[src/rtl/dfd_trace_sink_pkg.sv]
// ----------------------------------------------------------------------------
// dfd_trace_sink_pkg
//
// Shared types and constants for the trace sink writer slice.
//   state_t        : sink writer control states
//   DROP_CNT_WIDTH : width of the saturating dropped-line counter
//   drop_cnt_inc() : saturating increment for the dropped-line counter
// ----------------------------------------------------------------------------
package dfd_trace_sink_pkg;

    typedef enum logic [1:0] {
        IDLE    = 2'd0,
        RUN     = 2'd1,
        DRAIN   = 2'd2,
        STOPPED = 2'd3
    } state_t;

    localparam int DROP_CNT_WIDTH = 16;

    localparam logic [DROP_CNT_WIDTH-1:0] DROP_CNT_MAX = '1;

    // Counter sticks at all-ones instead of rolling back to zero.
    function automatic logic [DROP_CNT_WIDTH-1:0] drop_cnt_inc(
        input logic [DROP_CNT_WIDTH-1:0] value
    );
        return (value == DROP_CNT_MAX) ? value : value + 1'b1;
    endfunction

endpackage

[src/rtl/tt_dfd_generic_dff.sv]
// ----------------------------------------------------------------------------
// tt_dfd_generic_dff
//
// Generic enabled flop bank with asynchronous active-low reset to a
// per-instance reset value. Every state element of the slice is built from it.
//   clk   : clock
//   rst_n : asynchronous active-low reset
//   en    : load enable
//   d     : next value
//   q     : registered value
// ----------------------------------------------------------------------------
module tt_dfd_generic_dff #(
    parameter int               WIDTH       = 1,
    parameter logic [WIDTH-1:0] RESET_VALUE = '0
) (
    input  logic             clk,
    input  logic             rst_n,
    input  logic             en,
    input  logic [WIDTH-1:0] d,
    output logic [WIDTH-1:0] q
);

    always_ff @(posedge clk or negedge rst_n) begin
        if (!rst_n) begin
            q <= RESET_VALUE;
        end else if (en) begin
            q <= d;
        end
    end

endmodule

[src/rtl/tt_dfd_trace_line_fifo.sv]
// ----------------------------------------------------------------------------
// tt_dfd_trace_line_fifo
//
// Small line FIFO between the trace encoder and the write request port.
// Full/empty come from a registered occupancy count, so a push is never
// accepted on the strength of a same-cycle pop.
//   clk, rst_n : clock, asynchronous active-low reset
//   push       : write push_data (ignored when full)
//   push_data  : line to store
//   pop        : discard head entry (ignored when empty)
//   flush      : drop all contents, wins over push/pop
//   full       : occupancy == DEPTH
//   empty      : occupancy == 0
//   head       : oldest stored line
// ----------------------------------------------------------------------------
module tt_dfd_trace_line_fifo #(
    parameter int DEPTH = 4,
    parameter int WIDTH = 64
) (
    input  logic             clk,
    input  logic             rst_n,
    input  logic             push,
    input  logic [WIDTH-1:0] push_data,
    input  logic             pop,
    input  logic             flush,
    output logic             full,
    output logic             empty,
    output logic [WIDTH-1:0] head
);

    localparam int PTR_W = (DEPTH > 1) ? $clog2(DEPTH) : 1;
    localparam int CNT_W = $clog2(DEPTH + 1);
    localparam logic [CNT_W-1:0] CNT_FULL = CNT_W'(DEPTH);

    logic [PTR_W-1:0] rd_ptr_q;
    logic [PTR_W-1:0] rd_ptr_d;
    logic [PTR_W-1:0] wr_ptr_q;
    logic [PTR_W-1:0] wr_ptr_d;
    logic [CNT_W-1:0] count_q;
    logic [CNT_W-1:0] count_d;
    logic [WIDTH-1:0] mem_q [DEPTH];
    logic             do_push;
    logic             do_pop;

    assign full    = (count_q == CNT_FULL);
    assign empty   = (count_q == '0);
    assign do_push = push & ~full;
    assign do_pop  = pop & ~empty;
    assign head    = mem_q[rd_ptr_q];

    // DEPTH is a power of two, so the pointers wrap by plain overflow.
    always_comb begin
        rd_ptr_d = rd_ptr_q;
        wr_ptr_d = wr_ptr_q;
        count_d  = count_q;
        if (flush) begin
            rd_ptr_d = '0;
            wr_ptr_d = '0;
            count_d  = '0;
        end else begin
            if (do_push) begin
                wr_ptr_d = wr_ptr_q + 1'b1;
            end
            if (do_pop) begin
                rd_ptr_d = rd_ptr_q + 1'b1;
            end
            count_d = count_q + CNT_W'(do_push) - CNT_W'(do_pop);
        end
    end

    tt_dfd_generic_dff #(.WIDTH(PTR_W), .RESET_VALUE('0)) u_rd_ptr (
        .clk(clk), .rst_n(rst_n), .en(1'b1), .d(rd_ptr_d), .q(rd_ptr_q)
    );

    tt_dfd_generic_dff #(.WIDTH(PTR_W), .RESET_VALUE('0)) u_wr_ptr (
        .clk(clk), .rst_n(rst_n), .en(1'b1), .d(wr_ptr_d), .q(wr_ptr_q)
    );

    tt_dfd_generic_dff #(.WIDTH(CNT_W), .RESET_VALUE('0)) u_count (
        .clk(clk), .rst_n(rst_n), .en(1'b1), .d(count_d), .q(count_q)
    );

    for (genvar g = 0; g < DEPTH; g++) begin : g_entry
        tt_dfd_generic_dff #(.WIDTH(WIDTH), .RESET_VALUE('0)) u_line (
            .clk  (clk),
            .rst_n(rst_n),
            .en   (do_push && (wr_ptr_q == PTR_W'(g))),
            .d    (push_data),
            .q    (mem_q[g])
        );
    end

endmodule

[src/rtl/dfd_trace_sink_writer.sv]
// ----------------------------------------------------------------------------
// dfd_trace_sink_writer
//
// Buffers packed trace lines and feeds them to the trace AXI write master's
// request port, walking a circular buffer from base to limit (inclusive).
//   clk_i, rst_ni         : clock, asynchronous active-low reset
//   trace_en_i            : trace enable level
//   stop_on_wrap_i        : halt after the limit line has been written
//   base_addr_i           : first line address (captured on enable)
//   limit_addr_i          : last line address, inclusive (captured on enable)
//   in_valid_i/in_data_i  : trace line from the encoder
//   in_ready_o            : line accepted when in_valid_i & in_ready_o
//   out_valid_o           : request valid to the master
//   out_addr_o/out_data_o : request address / line
//   out_ready_i           : master ready (registered on the master side)
//   wr_ptr_o              : next line address
//   wrapped_o             : sticky, pointer wrapped since last enable
//   stopped_o             : writer is in STOPPED
//   drop_cnt_o            : lines discarded while STOPPED, saturating
//   busy_o                : writer is not IDLE
// ----------------------------------------------------------------------------
module dfd_trace_sink_writer
    import dfd_trace_sink_pkg::*;
#(
    parameter int AXI_ADDR_WIDTH = 64,
    parameter int AXI_DATA_WIDTH = 64,
    parameter int LINE_BYTES     = 64,
    parameter int FIFO_DEPTH     = 4
) (
    input  logic                      clk_i,
    input  logic                      rst_ni,
    input  logic                      trace_en_i,
    input  logic                      stop_on_wrap_i,
    input  logic [AXI_ADDR_WIDTH-1:0] base_addr_i,
    input  logic [AXI_ADDR_WIDTH-1:0] limit_addr_i,
    input  logic                      in_valid_i,
    input  logic [AXI_DATA_WIDTH-1:0] in_data_i,
    output logic                      in_ready_o,
    output logic                      out_valid_o,
    output logic [AXI_ADDR_WIDTH-1:0] out_addr_o,
    output logic [AXI_DATA_WIDTH-1:0] out_data_o,
    input  logic                      out_ready_i,
    output logic [AXI_ADDR_WIDTH-1:0] wr_ptr_o,
    output logic                      wrapped_o,
    output logic                      stopped_o,
    output logic [DROP_CNT_WIDTH-1:0] drop_cnt_o,
    output logic                      busy_o
);

    localparam logic [AXI_ADDR_WIDTH-1:0] PTR_STEP = AXI_ADDR_WIDTH'(LINE_BYTES);

    logic [1:0]                state_bits;
    state_t                    state_q;
    state_t                    state_d;
    logic [AXI_ADDR_WIDTH-1:0] base_q;
    logic [AXI_ADDR_WIDTH-1:0] limit_q;
    logic [AXI_ADDR_WIDTH-1:0] ptr_q;
    logic [AXI_ADDR_WIDTH-1:0] ptr_d;
    logic                      wrapped_q;
    logic                      wrapped_d;
    logic [DROP_CNT_WIDTH-1:0] drop_q;
    logic [DROP_CNT_WIDTH-1:0] drop_d;

    logic                      fifo_full;
    logic                      fifo_empty;
    logic [AXI_DATA_WIDTH-1:0] fifo_head;

    logic                      start;
    logic                      push;
    logic                      drop;
    logic                      issue;
    logic                      at_limit;
    logic                      wrap_issue;
    logic                      stop_now;

    assign state_q = state_t'(state_bits);

    assign start = (state_q == IDLE) & trace_en_i;

    // Full is registered, so a full FIFO refuses input even while it issues.
    assign in_ready_o = ((state_q == RUN) & ~fifo_full) | (state_q == STOPPED);
    assign push       = in_valid_i & in_ready_o & (state_q == RUN);
    assign drop       = in_valid_i & (state_q == STOPPED);

    // The master counts transaction ids on every valid cycle, so valid must
    // never be raised while it is not ready.
    assign issue      = ((state_q == RUN) | (state_q == DRAIN)) & ~fifo_empty & out_ready_i;
    assign at_limit   = (ptr_q == limit_q);
    assign wrap_issue = issue & at_limit;
    assign stop_now   = wrap_issue & stop_on_wrap_i;

    // Next state. A wrap with stop-on-wrap beats a same-cycle disable.
    always_comb begin
        state_d = state_q;
        case (state_q)
            IDLE: begin
                if (trace_en_i) begin
                    state_d = RUN;
                end
            end
            RUN: begin
                if (stop_now) begin
                    state_d = STOPPED;
                end else if (!trace_en_i) begin
                    state_d = DRAIN;
                end
            end
            DRAIN: begin
                if (stop_now) begin
                    state_d = STOPPED;
                end else if (fifo_empty && out_ready_i) begin
                    state_d = IDLE;
                end
            end
            STOPPED: begin
                if (!trace_en_i && out_ready_i) begin
                    state_d = IDLE;
                end
            end
            default: state_d = IDLE;
        endcase
    end

    // Pointer walks base..limit inclusive; the add wraps modulo 2^W, which
    // is what lets a limit below base still be reached.
    always_comb begin
        ptr_d     = ptr_q;
        wrapped_d = wrapped_q;
        drop_d    = drop_q;
        if (start) begin
            ptr_d     = base_addr_i;
            wrapped_d = 1'b0;
            drop_d    = '0;
        end else begin
            if (issue) begin
                ptr_d = at_limit ? base_q : ptr_q + PTR_STEP;
            end
            if (wrap_issue) begin
                wrapped_d = 1'b1;
            end
            if (drop) begin
                drop_d = drop_cnt_inc(drop_q);
            end
        end
    end

    tt_dfd_generic_dff #(.WIDTH(2), .RESET_VALUE(IDLE)) u_state (
        .clk(clk_i), .rst_n(rst_ni), .en(1'b1), .d(state_d), .q(state_bits)
    );

    tt_dfd_generic_dff #(.WIDTH(AXI_ADDR_WIDTH), .RESET_VALUE('0)) u_base (
        .clk(clk_i), .rst_n(rst_ni), .en(start), .d(base_addr_i), .q(base_q)
    );

    tt_dfd_generic_dff #(.WIDTH(AXI_ADDR_WIDTH), .RESET_VALUE('0)) u_limit (
        .clk(clk_i), .rst_n(rst_ni), .en(start), .d(limit_addr_i), .q(limit_q)
    );

    tt_dfd_generic_dff #(.WIDTH(AXI_ADDR_WIDTH), .RESET_VALUE('0)) u_ptr (
        .clk(clk_i), .rst_n(rst_ni), .en(1'b1), .d(ptr_d), .q(ptr_q)
    );

    tt_dfd_generic_dff #(.WIDTH(1), .RESET_VALUE(1'b0)) u_wrapped (
        .clk(clk_i), .rst_n(rst_ni), .en(1'b1), .d(wrapped_d), .q(wrapped_q)
    );

    tt_dfd_generic_dff #(.WIDTH(DROP_CNT_WIDTH), .RESET_VALUE('0)) u_drop (
        .clk(clk_i), .rst_n(rst_ni), .en(1'b1), .d(drop_d), .q(drop_q)
    );

    // Entering STOPPED throws away whatever is still buffered, including a
    // line accepted on the same edge.
    tt_dfd_trace_line_fifo #(
        .DEPTH(FIFO_DEPTH),
        .WIDTH(AXI_DATA_WIDTH)
    ) u_fifo (
        .clk      (clk_i),
        .rst_n    (rst_ni),
        .push     (push),
        .push_data(in_data_i),
        .pop      (issue),
        .flush    (stop_now),
        .full     (fifo_full),
        .empty    (fifo_empty),
        .head     (fifo_head)
    );

    assign out_valid_o = issue;
    assign out_addr_o  = ptr_q;
    assign out_data_o  = fifo_head;
    assign wr_ptr_o    = ptr_q;
    assign wrapped_o   = wrapped_q;
    assign stopped_o   = (state_q == STOPPED);
    assign drop_cnt_o  = drop_q;
    assign busy_o      = (state_q != IDLE);

endmodule

[config.mk]
export PLATFORM = sky130hd
export DESIGN_NAME = dfd_trace_sink_writer
export DESIGN_NICKNAME = d
export VERILOG_FILES = /design/src/rtl/dfd_trace_sink_pkg.sv /design/src/rtl/tt_dfd_generic_dff.sv /design/src/rtl/tt_dfd_trace_line_fifo.sv /design/src/rtl/dfd_trace_sink_writer.sv
export SDC_FILE = /design/constraint.sdc
export NUM_CORES = 1
export LEC_CHECK = 0
export BUFFER_PORTS_ARGS = -buffer_cell sky130_fd_sc_hd__buf_2
export CORE_MARGIN = 1.5
export CORE_UTILIZATION = 60
export DETAILED_ROUTE_END_ITERATION = 6
export PLACE_DENSITY = 0.82
export SETUP_SLACK_MARGIN = 0.3
export SYNTH_ARGS = -nofsm -noshare
export SYNTH_HDL_FRONTEND = slang
export SYNTH_SLANG_ARGS = --single-unit
[constraint.sdc]
create_clock -name clk_i -period 7.9 [get_ports clk_i]
set_input_delay 0.395 -clock clk_i [delete_from_list [all_inputs] [get_ports clk_i]]
set_output_delay 0.395 -clock clk_i [all_outputs]
set_load 0.005 [all_outputs]
### Yosys cells after proc, flatten, opt, wreduce, memory -nomap -nowiden

Index checks and enable logic that the tools add are counted.
Widths: inputs -> output; s select.

| cells by class | value |
|---|---|
| shifts and indexed selects | 0 |
| bitwise gates (word level) | 16 |
| $add $sub $neg | 6 |
| multiply operators | 0 |
| div/mod/pow operators | 0 |
| $lt $le $gt $ge | 1 |
| muxes and demuxes | 23 |
| reduce and logical (&&, ||, !) cells | 18 |
| equality and inequality tests | 14 |

Operator list:

| operator | count |
|---|---|
| $mux 64 | 5 |
| $bmux 64 s2 | 1 |
| $add 64x7->64 const B | 1 |
| $eq 64x64->1 | 1 |
| $mux 16 | 3 |
| $mux 2 | 10 |
| $add 16x1->16 const B | 1 |
| $eq 16x16->1 const B | 1 |
| $reduce_bool 2->1 | 6 |
| $and 1x1->1 | 11 |
| $eq 2x2->1 const B | 4 |
| $pmux 2 s4 | 1 |
| $logic_and 1x1->1 | 6 |
| $add 2x1->2 const B | 2 |
| $eq 2x1->1 const B | 2 |
| $logic_not 2->1 | 2 |
| $ne 2x2->1 const B | 2 |
| $reduce_and 4->1 | 1 |
| $add 3x1->3 | 1 |
| $eq 3x3->1 const B | 1 |
| $ge 3x3->1 const B | 1 |
| $logic_not 3->1 | 1 |
| $mux 3 | 1 |
| $ne 3x2->1 const B | 1 |
| other kinds (9) | 12 |

| storage, ports and cells | value |
|---|---|
| bits in latches | 0 |
| output and inout bits | 213 |
| word-level logic and storage cells | 91 |
| memories | 0 |
| memory bits (read-only) | 0 |
| bits in registers | 474 |
| input bits | 198 |
| RAM bits | 0 |

### Depth between registers and ports, before layout

| logic depth | value |
|---|---|
| depth after elaboration | 10 |
| depth in mapped cells | 14 |
| mapped depth without buffers | 12 |

### Modules after synthesis

From an unflattened synthesis, not the netlist that was laid out.

| second synthesis, totals | value |
|---|---|
| cells, all modules | 1,886 |
| area total of the unflattened synthesis | 26,384.1 um2 |

By module, submodules not included:

| module | seq. area each (um2) | area an instance (um2) | times used | cells each |
|---|---|---|---|---|
| tt_dfd_generic_dff at u_base ... | 1,601.5 | 2,678.8 | 7 | 135 |
| dfd_trace_sink_writer | 0.0 | 4,804.6 | 1 | 769 |
| tt_dfd_trace_line_fifo | 0.0 | 1,811.7 | 1 | 118 |
| tt_dfd_generic_dff at u_drop | 400.4 | 649.4 | 1 | 34 |
| tt_dfd_generic_dff at u_fifo.u_rd_ptr ... | 50.0 | 72.6 | 3 | 4 |
| tt_dfd_generic_dff at u_fifo.u_count | 75.1 | 108.9 | 1 | 6 |
| tt_dfd_generic_dff at u_wrapped | 25.0 | 40.0 | 1 | 2 |

### Least setup slack after synthesis

OpenSTA, ideal clock, no wires.

| timing path | value |
|---|---|
| kind | flip-flop to flip-flop |
| start point | register u_fifo.u_count.q[1] |
| end point | register u_fifo.u_count.q[2] |
| library setup time | 0.134 ns |
| period minus slack after synthesis | 2.926 ns |
| data arrival time | 2.792 ns |
| buffers on the path | 2 |
| path slack | 4.974 ns |
| data required time | 7.766 ns |
| stages on the path, launching flop included | 14 |
| path through | dfrtp_1 > or3_1 > nand3_1 > clkbuf_1 > clkbuf_1 > inv_1 > ha_1 > inv_1 > ha_1 > inv_1 > fa_1 > xor2_1 > xnor2_1 > a21oi_1 |

| between the ends | value |
|---|---|
| cells in the longest elaborated chain, start to end | 10 |
| elaborated cells between the ends (all ways) | 17 |
| classes of those cells | add/sub (2); eq/ne (1); mux (1); bitwise (12); reduce/logical (1) |

RTL lines:

| what | RTL line | RTL |
|---|---|---|
| from (decl) | tt_dfd_generic_dff.sv:20 | `output logic [WIDTH-1:0] q` |
| from (signal assigned) | tt_dfd_generic_dff.sv:25 | `q <= RESET_VALUE;` |
| from (signal assigned) | tt_dfd_generic_dff.sv:27 | `q <= d;` |
| $eq 3x3->1 | tt_dfd_trace_line_fifo.sv:45 | `assign full = (count_q == CNT_FULL);` |
| $not 1->1 | tt_dfd_trace_line_fifo.sv:47, dfd_trace_sink_writer.sv:81 |  |
| $and 1x1->1 | dfd_trace_sink_writer.sv:81 | `assign in_ready_o = ((state_q == RUN) & ~fifo_full) \| (state_q == STOPPED);` |
| $or 1x1->1 | dfd_trace_sink_writer.sv:81 |  |
| $and 1x1->1 (2 in a row) | dfd_trace_sink_writer.sv:82 | `assign push = in_valid_i & in_ready_o & (state_q == RUN);` |
| $and 1x1->1 | tt_dfd_trace_line_fifo.sv:47 | `assign do_push = push & ~full;` |
| $add 3x1->3 | tt_dfd_trace_line_fifo.sv:67 | `count_d = count_q + CNT_W'(do_push) - CNT_W'(do_pop);` |
| $sub 3x1->3 | tt_dfd_trace_line_fifo.sv:67 |  |
| $mux 3 (*) | tt_dfd_trace_line_fifo.sv:56 | `if (flush) begin` |
| net u_fifo.count_d[2] | tt_dfd_trace_line_fifo.sv:40 | `logic [CNT_W-1:0] count_d;` |

The timed path passes the listed nets; every way through them passes the cells marked *.
A chain may end at the register's enable or synchronous reset.

### Worst setup path in the final report

| timing path | value |
|---|---|
| start point | register u_ptr.q[55] |
| end point | register u_ptr.q[4] |

| between the ends | value |
|---|---|
| cells in the longest elaborated chain, start to end | 4 |

RTL lines:

| what | RTL line | RTL |
|---|---|---|
| from (decl) | tt_dfd_generic_dff.sv:20 |  |
| from (signal assigned) | tt_dfd_generic_dff.sv:25 |  |
| from (signal assigned) | tt_dfd_generic_dff.sv:27 |  |
| $eq 64x64->1 | dfd_trace_sink_writer.sv:88 | `assign at_limit = (ptr_q == limit_q);` |
| $mux 64 | dfd_trace_sink_writer.sv:136 | `ptr_d = at_limit ? base_q : ptr_q + PTR_STEP;` |
| $mux 64 | dfd_trace_sink_writer.sv:135 | `if (issue) begin` |
| $mux 64 | dfd_trace_sink_writer.sv:130 | `if (start) begin` |

No other way between the ends. The select of a mux whose other input is x is not followed.

==> reports/metrics.cfg <==
[critical_path]
timing.setup.critical_path_class = reg -> reg
crit_required_ns = 8.33
arrival_ns = 4.11
critPathMaxFanout = 72
critPathCaptureType = flip-flop
setup.worst_path.start_class = flip-flop

[grt]
groute.usage.overall = 0.324
grt_antenna_before_repair = 7
grt_pass1_wl_um = 98800
overall_overflow_remaining_after_global_route = 0
number_of_global_route_vias_before_repair = 17800
grt_max_degree = 140

[final_layout]
drive_gt1_frac = 0.364
areaGrowthSynthToFinish_pct = 17.5
layout.nets = 2583

[cts]
clkTransAtPathRegs_ns = 0.06
cts_setup_buffers = 0
cts_sinks = 474
clk_root_buffer_cell = sky130_fd_sc_hd__clkbuf_16
number_of_levels_in_the_clock_h_tree = 2
cts_buffers = 50
ctsHoldBuffers = 46
clock_latency_ns = 0.59
cells_resized_by_post_cts_repair = 0
max-clock-path-buffers = 3
cts_tree = done

[sta]
finalWorstSetupSlack_ns = 4.22
hold_violations = 0
timing_worst_slew_pin_value_ns = 1.06
max_clock_freq_mhz = 272
final.min_clock_period_ns = 3.68
fin_crit_sh = 0.466
setup_repair_after_global_routing_missed_its_margin = no
report.final.slew_viol_count = 0
max_slew_margin = 0.295
fin_worst_skew_ns = 0.0193
timing.final.setup_violations = 0
totalNegativeSetupSlack_ns = 0

[detailed_routing]
ant_nets = 0
detail_route.drc_violations = 0
post_drt_via_cell_ratio = 5.97
drt_iter0_markers = 1307
drt_wl_total_um = 63900
dr.pass1.iters = 5
routed_length_per_instance_um = 21.8
routed_vias = 17500

[floorplan]
floorplan.die_area_um2 = 39500
die_w_um = 199
initial_util = 0.611
coreArea_um2 = 37700
die-height_um = 199
rows = 71
pin_count = 411

[yosys]
syn_area_per_cell_um2 = 11.3
synth_cell_types = 68
synth-xor-area-share = 0.0343
syn-cell-area_um2 = 23000
synth_flop_type = sky130_fd_sc_hd__dfrtp_1
post_synth_fa_ha_maj_area_fraction = 0.00794
synth.net_count = 2248
syn_inst = 2036
ys_seq_area_frac = 0.516
synth_warnings = 0
compound_gate_fraction_of_synth_area = 0.0572
synthSimpleGateAreaFrac = 0.127
synth_top_family_by_area = multiplexers
synth-edff-count = 0
synth.ff_latch_count = 474
synth.mux.area_fraction = 0.208
synth_async_sr_flop_share = 1.00

[power_and_ir_drop]
irDropWorstVdd_mv = 0.220
power-per-cell-area_nw_per_um2 = 398
leakage_uw = 0.0131

[outcome]
run_status = finished clean

[place]
post_place_worst_slack_ns = 4.40
detailed_place_hpwl_um = 41300
rd_place_congestion = 0.909
placement.io_buffers = 410

[flow_run]
max-cap-violations = 0

[min_path]
timing.hold.worst.class = in -> reg

metrics by stage:
stage	std cells	power, µW	hold slack (ns)	cell area, µm²	utilization
4_1_cts	2920	10800	0.00176	27000	0.717
3_5_place_dp	2784	8300	0.457	24900	0.660
6_report	2929	10800	0.0173	27000	0.717
5_1_grt	2921	11300	0.0136	27000	0.717
2_1_floorplan	2036	6930	0.0994	23000	-
3_3_place_gp	2784	8070	0.452	24900	0.660
report_power, final:
part           total [µW]  switching (µW)  internal (µW)  leakage [µW]
clock                2370             968           1400      0.000822
sequential           4520            1010           3510       0.00592
combinational        3870            1870           2000       0.00631
total               10800            3840           6910        0.0131
layout by cell type (no fill, tap or decap), drive strengths merged, types with 17 or more instances in the layout:
cell type      n
nor2          56
dfrtp        474
a21oi         53
clkbuf        81
and3          17
mux4          64
inv           36
o21ai         69
nand3         34
dlygate4sd3   46
nand4         33
mux2i         23
mux2         277
nand2        448
xnor2         86
buf          427
metal layers:
metal	GRT usage	routed length (µm)	vias up
met1	0.418	25000	8823
li1	-	-	7696
met4	0.147	2760	8
met2	0.534	31200	798
met3	0.0615	4830	169
met5	0	48	-
synth_stat cells, types with 4 or more instances:
cell type | count | share of area
sky130_fd_sc_hd__mux2i_1 | 23 | 0.010
sky130_fd_sc_hd__mux2_2 | 277 | 0.14
sky130_fd_sc_hd__buf_1 | 14 | 0.0023
sky130_fd_sc_hd__or3_1 | 14 | 0.0038
sky130_fd_sc_hd__a31oi_1 | 11 | 0.0030
sky130_fd_sc_hd__o221ai_1 | 13 | 0.0049
sky130_fd_sc_hd__nand3_1 | 33 | 0.0072
sky130_fd_sc_hd__and2_1 | 10 | 0.0027
sky130_fd_sc_hd__and4_1 | 5 | 0.0019
sky130_fd_sc_hd__nor2_1 | 55 | 0.0090
sky130_fd_sc_hd__o31ai_1 | 6 | 0.0020
sky130_fd_sc_hd__dfrtp_1 | 474 | 0.52
sky130_fd_sc_hd__clkbuf_1 | 88 | 0.014
sky130_fd_sc_hd__nand4_1 | 31 | 0.0084
sky130_fd_sc_hd__a21oi_1 | 52 | 0.011
sky130_fd_sc_hd__nor3_1 | 12 | 0.0026
sky130_fd_sc_hd__mux4_2 | 64 | 0.063
sky130_fd_sc_hd__o21ai_0 | 56 | 0.012
sky130_fd_sc_hd__inv_1 | 35 | 0.0057
sky130_fd_sc_hd__a221o_1 | 6 | 0.0026
sky130_fd_sc_hd__buf_2 | 20 | 0.0044
sky130_fd_sc_hd__nand2_1 | 447 | 0.073
sky130_fd_sc_hd__or2_2 | 5 | 0.0014
sky130_fd_sc_hd__o21ai_1 | 13 | 0.0028
sky130_fd_sc_hd__xnor2_1 | 86 | 0.033
sky130_fd_sc_hd__and3_1 | 17 | 0.0046
sky130_fd_sc_hd__a22oi_1 | 9 | 0.0029
sky130_fd_sc_hd__ha_1 | 13 | 0.0071
sky130_fd_sc_hd__o211ai_1 | 13 | 0.0042
sky130_fd_sc_hd__buf_4 | 65 | 0.021
sky130_fd_sc_hd__xor2_1 | 4 | 0.0015
sky130_fd_sc_hd__a21o_1 | 4 | 0.0013
sky130_fd_sc_hd__nor4_1 | 8 | 0.0022
kinds of logic (layout without fill, tap and decap cells):
family                   count (synthesis)  count (layout)
AO/OA/AOI/OAI                          207             207
XOR/XNOR                                90              90
adder cells (fa/ha/maj)                 14              14
buffers and inverters                  226             599
flip-flops                             474             474
multiplexers                           364             364
other                                    0               9
AND/OR/NAND/NOR                        661             661
final cells by class:
type / count / area [µm²]
diodes: 9 / 22.5
inverters: 36 / 135
flip-flops and latches: 474 / 11900
clock buffers: 81 / 1550
multi-input cells: 1336 / 10000
repair buffers: 473 / 2660
well taps: 511 / 639
clock inverters: 9 / 118
fillers: 2614 / 10600
registers in the layout, summed over array words and instances, names as in the netlist:
signal,cells
u_fifo.u_count.q,3
u_base.q,64
u_fifo.u_wr_ptr.q,2
u_fifo.g_entry.u_line.q,256
u_limit.q,64
u_state.q,2
u_drop.q,16
u_wrapped.q,1
u_ptr.q,64
u_fifo.u_rd_ptr.q,2
worst max-delay path, stage by stage (launching register included):
cell	delay (ns)
sky130_fd_sc_hd__dfrtp_1	0.54
sky130_fd_sc_hd__xnor2_1	0.51
sky130_fd_sc_hd__nand4_1	0.23
sky130_fd_sc_hd__nor4_1	0.47
sky130_fd_sc_hd__nand4_1	0.20
sky130_fd_sc_hd__buf_4	0.43
sky130_fd_sc_hd__nor2_2	0.78
sky130_fd_sc_hd__mux2i_1	0.26
sky130_fd_sc_hd__o21ai_0	0.09
worst paths after layout:
check / end / start / depth (start not counted) / slack, ns
max: u_ptr.q[4]$_DFFE_PN0P_ / u_ptr.q[55]$_DFFE_PN0P_ / 8 / 4.22
min in group asynchronous: u_drop.q[11]$_DFFE_PN0P_ / rst_ni / 2 / 0.43
min: u_limit.q[0]$_DFFE_PN0P_ / limit_addr_i[0] / 3 / 0.02
max reg2reg: u_ptr.q[4]$_DFFE_PN0P_ / u_ptr.q[55]$_DFFE_PN0P_ / 8 / 4.22
min reg2reg: u_base.q[60]$_DFFE_PN0P_ / u_base.q[60]$_DFFE_PN0P_ / 2 / 0.47
max in group asynchronous: u_fifo.g_entry[2].u_line.q[46]$_DFFE_PN0P_ / rst_ni / 4 / 5.30
Note: power is estimated with default switching activity, not from simulation.
